### config.mk
export PLATFORM = sky130hd
export DESIGN_NAME = serial_subtractor
export DESIGN_NICKNAME = d
export VERILOG_FILES = /design/src/rtl/serial_subtractor.sv
export SDC_FILE = /design/constraint.sdc
export NUM_CORES = 1
export LEC_CHECK = 0
export CORE_UTILIZATION = 50
export CTS_CLUSTER_SIZE = 28
export DETAILED_ROUTE_END_ITERATION = 7
export GPL_TIMING_DRIVEN = 0
export PLACE_DENSITY = 0.85
export SETUP_SLACK_MARGIN = 0.1
export SYNTH_ARGS = -nofsm -noshare
export SYNTH_HDL_FRONTEND = slang
export SYNTH_HIERARCHICAL = 1
export SYNTH_SLANG_ARGS = --single-unit
### constraint.sdc
create_clock -name clk -period 1.9 [get_ports clk]
set_clock_uncertainty 0.2 [all_clocks]
set_input_delay 0.38 -clock clk [delete_from_list [all_inputs] [get_ports clk]]
set_output_delay 0.38 -clock clk [all_outputs]
set_load 0.02 [all_outputs]
### src/rtl/serial_subtractor.sv
// serial_subtractor: bit-serial W-bit subtractor (diff = a - b), LSB first.
// Operands load in parallel on an accepted start; the result returns in
// parallel with a one-cycle done pulse, W+1 edges per operation.
// Optional feature macro: SERIAL_SUB_OVF_EN enables the signed overflow flag;
// without it ovf is tied to 0 and no operand-MSB capture logic is built.

// Single-bit difference/borrow cell.
module serial_sub_cell (
  input  logic ai,
  input  logic bi,
  input  logic br,
  output logic d,
  output logic br_n
);
  assign d    = ai ^ bi ^ br;
  assign br_n = (~ai & bi) | (~(ai ^ bi) & br);
endmodule

module serial_subtractor #(
  parameter int W = 8
) (
  input  logic         clk,
  input  logic         rst_n,
  input  logic         start,
  input  logic [W-1:0] a,
  input  logic [W-1:0] b,
  output logic         busy,
  output logic         done,
  output logic [W-1:0] diff,
  output logic         bout,
  output logic         ovf
);
  localparam int CW = $clog2(W);

  typedef enum logic [1:0] {S_IDLE, S_SHIFT, S_DONE} state_t;

  state_t         state_q, state_d;
  // a_q doubles as the result register: difference bits enter at the MSB
  // as minuend bits leave at the LSB.
  logic [W-1:0]   a_q, a_d;
  logic [W-1:0]   b_q, b_d;
  logic [W-1:0]   diff_q, diff_d;
  logic [CW-1:0]  cnt_q, cnt_d;
  logic           br_q, br_d;
  logic           bout_q, bout_d;
  logic           d_bit, br_nxt;
  logic           accept, last;

  serial_sub_cell u_cell (
    .ai   (a_q[0]),
    .bi   (b_q[0]),
    .br   (br_q),
    .d    (d_bit),
    .br_n (br_nxt)
  );

  assign accept = start && (state_q != S_SHIFT);
  assign last   = (state_q == S_SHIFT) && (cnt_q == CW'(W-1));

  // Next-state and datapath update.
  always_comb begin
    state_d = state_q;
    a_d     = a_q;
    b_d     = b_q;
    diff_d  = diff_q;
    cnt_d   = cnt_q;
    br_d    = br_q;
    bout_d  = bout_q;
    case (state_q)
      S_IDLE:  if (start) state_d = S_SHIFT;
      S_SHIFT: if (last)  state_d = S_DONE;
      S_DONE:  state_d = start ? S_SHIFT : S_IDLE;
      default: state_d = S_IDLE;
    endcase
    if (accept) begin
      a_d    = a;
      b_d    = b;
      br_d   = 1'b0;
      cnt_d  = '0;
      diff_d = '0;
      bout_d = 1'b0;
    end else if (state_q == S_SHIFT) begin
      a_d   = {d_bit, a_q[W-1:1]};
      b_d   = {1'b0, b_q[W-1:1]};
      br_d  = br_nxt;
      cnt_d = cnt_q + 1'b1;
      if (last) begin
        diff_d = {d_bit, a_q[W-1:1]};
        bout_d = br_nxt;
      end
    end
  end

  // State and datapath registers.
  always_ff @(posedge clk or negedge rst_n) begin
    if (!rst_n) begin
      state_q <= S_IDLE;
      a_q     <= '0;
      b_q     <= '0;
      diff_q  <= '0;
      cnt_q   <= '0;
      br_q    <= 1'b0;
      bout_q  <= 1'b0;
    end else begin
      state_q <= state_d;
      a_q     <= a_d;
      b_q     <= b_d;
      diff_q  <= diff_d;
      cnt_q   <= cnt_d;
      br_q    <= br_d;
      bout_q  <= bout_d;
    end
  end

`ifdef SERIAL_SUB_OVF_EN
  logic am_q, am_d;
  logic bm_q, bm_d;
  logic ovf_q, ovf_d;

  // Signed overflow: operand signs differ and the result sign differs from a.
  always_comb begin
    am_d  = am_q;
    bm_d  = bm_q;
    ovf_d = ovf_q;
    if (accept) begin
      am_d  = a[W-1];
      bm_d  = b[W-1];
      ovf_d = 1'b0;
    end else if (last) begin
      ovf_d = (am_q ^ bm_q) & (d_bit ^ am_q);
    end
  end

  // Overflow flag and captured operand sign bits.
  always_ff @(posedge clk or negedge rst_n) begin
    if (!rst_n) begin
      am_q  <= 1'b0;
      bm_q  <= 1'b0;
      ovf_q <= 1'b0;
    end else begin
      am_q  <= am_d;
      bm_q  <= bm_d;
      ovf_q <= ovf_d;
    end
  end

  assign ovf = ovf_q;
`else
  assign ovf = 1'b0;
`endif

  assign busy = (state_q == S_SHIFT);
  assign done = (state_q == S_DONE);
  assign diff = diff_q;
  assign bout = bout_q;

endmodule

==> run_results.csv <==
group,metric,value,unit
outcome,outcome,"finished, final reports clean",
clocking,cts_root_buffer,"clkbuf_4",
power,vdd_drop_max,1.00,mV
setup_path,r2r_cells,5,
setup_path,worst_setup_path_end_kind,"output port",
synthesis,syn_inst,130,
min_path,hold_path_depth,3,
timing,finalSetupViolCount,0,
routing,via_count,1055,
setup_path,cp.required,1.32,ns
placed_design,port_buffers,28,
routing,drt_first_iter_violations,28,
synthesis,synthDominantCellAreaShare,52.2,%
global_route,groute.usage.overall,20.5,%
floorplanning,rows,19,
power,p_per_area,1460,nW/um^2
clocking,clk_pin_slew_worst_paths,0.09,ns
timing,slew_headroom,55.0,%
timing,fmax,565,MHz
setup_path,slowest_delay,0.39,ns
global_route,grt_max_degree,32,
setup_path,crit_slowest_cell,"dfrtp_1",
finish,nets,191,
timing,fin_crit,1.77,ns
timing,worst_slew_pin_slew,0.674,ns
routing,antenna_left,0,
routing,drt-pass1-iter-count,4,
setup_path,r2r-start,"cnt_q[0]$_DFFE_PN0P_",
setup_path,worstPathArrival,1.19,ns
synthesis,synth-seq-area-share,52.2,%
synthesis,yosysTopAreaCell,"dfrtp_1",
run,cap_violations,0,
timing,finalSetupTns,0,ns
power,p_leak,0.905,nW
setup_path,r2r_slack,0.27,ns
timing,hold_ws,0.249,ns
routing,top_layer,"met4",
finish,antenna_cells,0,
floorplanning,io_pins,31,
synthesis,ys_warn_count,6,
timing,maxSlewViolCount,0,
routing,drt-met1-wl,1290,um
routing,viasPerCell,5.30,
clocking,cts.sinks,31,
routing,wl_met2,1460,um
clocking,htree_levels,2,
clocking,cts_tree,"done",
min_path,min_to,"diff[4]$_DFFE_PN0P_",
setup_path,path_cells,"nand2b_4 > inv_4 > buf_8 > buf_6",
finish,syn_to_final_growth,26.1,%
setup_path,startpoint_type,"flip-flop",
finish,fin_cells,199,
placed_design,dp_hpwl,2040,um
floorplanning,initial_utilization,53.4,%
floorplanning,die_h,56.5,um
synthesis,syn_area_per_cell,11.4,um^2
placed_design,place.gp.congestion,0.710,
min_path,hp-class,"in -> reg",
timing,rsz0062_at_grt,"yes",
global_route,antenna_found_initial,0,
synthesis,ys_ff_latch,31,
routing,drc,0,
timing,post-route-period-util,93.2,%
clocking,clkLatencyLatePin,0.32,ns
routing,wl_per_cell,14.8,um
global_route,grt_pass1_wl,4930,um
floorplanning,core,2780,um^2
synthesis,syn_nets,152,
placed_design,dp.cells,189,
synthesis,synth_area_leaders,"dfrtp_1 (52%), mux2i_1 (17%), nand2_1 (5.3%)",
routing,drt_wl_total,2940,um
setup_path,crit_fanout,7,
finish,drive_gt1_share,13.7,%
min_path,hold_start,"start",
floorplanning,die_w,56.5,um
routing,met3WireLength,156,um
setup_path,r2r_end,"diff[3]$_DFFE_PN0P_",
global_route,grt_pass1_vias,1084,
global_route,overflow,0,
finish,fillers,222,
setup_path,worstSetupPathType,"reg -> out",
clocking,cts_buffers,5,
floorplanning,die-area,3190,um^2
timing,hold_viol_final,0,
synthesis,synth_cell_type_count,24,
clocking,clock_path_buffers,2,
synthesis,syn-cell-area,1490,um^2
-- synthesized netlist by cell type, drive strengths merged --
library cell and n:
conb 1, dfrtp 31, fa 1, ha 2, clkbuf 2, nand2b 1, nor2b 1, o22ai 1
and2 1, o2bb2ai 9, mux2i 25, nand2 21, o21ai 19, nand3 1, buf 7, inv 5
nor2 2
-- flip-flops by register name (all words and copies together) (netlist names) --
| signal | flops |
|---|---|
| a_q | 8 |
| b_q | 8 |
| bout | 1 |
| br_q | 1 |
| cnt_q | 3 |
| diff | 8 |
| state_q | 2 |
-- metal layers --
metal | GRT usage (%) | up-vias
li1 | - | 523
met1 | 25.1 | 498
met2 | 34.5 | 31
met3 | 6.91 | 3
met4 | 5.92 | 0
met5 | 0 | -
-- critical path: cells and delay by family, from the launching register on --
| family | cells | cell delay, ns |
|---|---|---|
| flip-flops | 1 | 0.39 |
| AND/OR/NAND/NOR | 1 | 0.17 |
| buffers and inverters | 3 | 0.30 |
-- worst max path at each step --
stage                                      start                 end  depth (start not counted)
after detailed placement                   rst_n  b_q[7]$_DFFE_PN0P_                          1
after CTS                 state_q[0]$_DFFE_PN0P_                done                          2
after global placement                     rst_n  b_q[7]$_DFFE_PN0P_                          1
after floorplan             cnt_q[0]$_DFFE_PN0P_    bout$_DFFE_PN0P_                          5
final                     state_q[1]$_DFFE_PN0P_                busy                          4
after global routing      state_q[1]$_DFFE_PN0P_                busy                          4
-- placed cells by master, fill, tap and decap left out --
master,netlist,final
and2_1,1,1
buf_12,1,1
buf_2,1,2
buf_4,3,5
buf_6,2,3
buf_8,0,1
clkbuf_1,0,1
clkbuf_2,1,2
clkbuf_4,1,6
clkdlybuf4s50_1,0,16
conb_1,1,1
dfrtp_1,31,31
dlygate4sd2_1,0,9
dlygate4sd3_1,0,1
fa_1,1,1
ha_1,2,2
inv_1,4,4
inv_4,0,1
mux2i_1,25,25
nand2_1,21,21
nand2b_4,0,1
nand3_1,1,1
nor2_1,1,1
nor2_8,1,1
nor2b_1,1,1
o21ai_0,10,10
o21ai_1,9,9
o22ai_1,1,1
o2bb2ai_1,9,9
-- kinds of logic (layout without fill, tap and decap cells) --
group	Yosys count	after routing	synth area share, %
simple gates	27	27	8.68
buf+inv	14	52	6.82
mux	25	25	16.8
flops	31	31	52.2
compound gates	29	29	12.1
other cells	1	1	0.252
fa+ha+maj	3	3	3.03
-- stage by stage --
step | util [%] | setup slack [ns] | total power, mW | area (um^2)
final | 67.3 | 0.129 | 2.74 | 1870
after global routing | 67.3 | 0.0574 | 2.93 | 1870
after CTS | 66.3 | 0.0853 | 2.70 | 1840
after detailed placement | 64.9 | -0.297 | 2.39 | 1800
after global placement | 64.9 | -0.261 | 2.31 | 1800
after floorplan | - | 0.409 | 1.92 | 1490
-- layout make-up --
class	instances	area, um^2	share of cell area, %
plain buffers	9	90.1	4.81
clock buffers	6	41.3	2.20
inverters	5	21.3	1.14
multi-input cells	85	613	32.7
flip-flops and latches	31	776	41.4
well taps	31	38.8	2.07
repair buffers	32	293	15.6
-- report_power, final --
part | leakage [nW] | internal [mW] | switching, mW
Combinational | 0.480 | 0.557 | 0.689
Clock | 0.0242 | 0.131 | 0.198
Sequential | 0.400 | 0.949 | 0.213
-- repair_timing --
item,4_1_cts,5_1_grt
setup buffers,0,3
gates cloned,0,0
endpoints found under the hold margin,0,31
gates resized for setup,20,3
hold buffers,0,1
setup endpoints to repair,42,2
No activity file was read; power rests on OpenSTA's default activity.
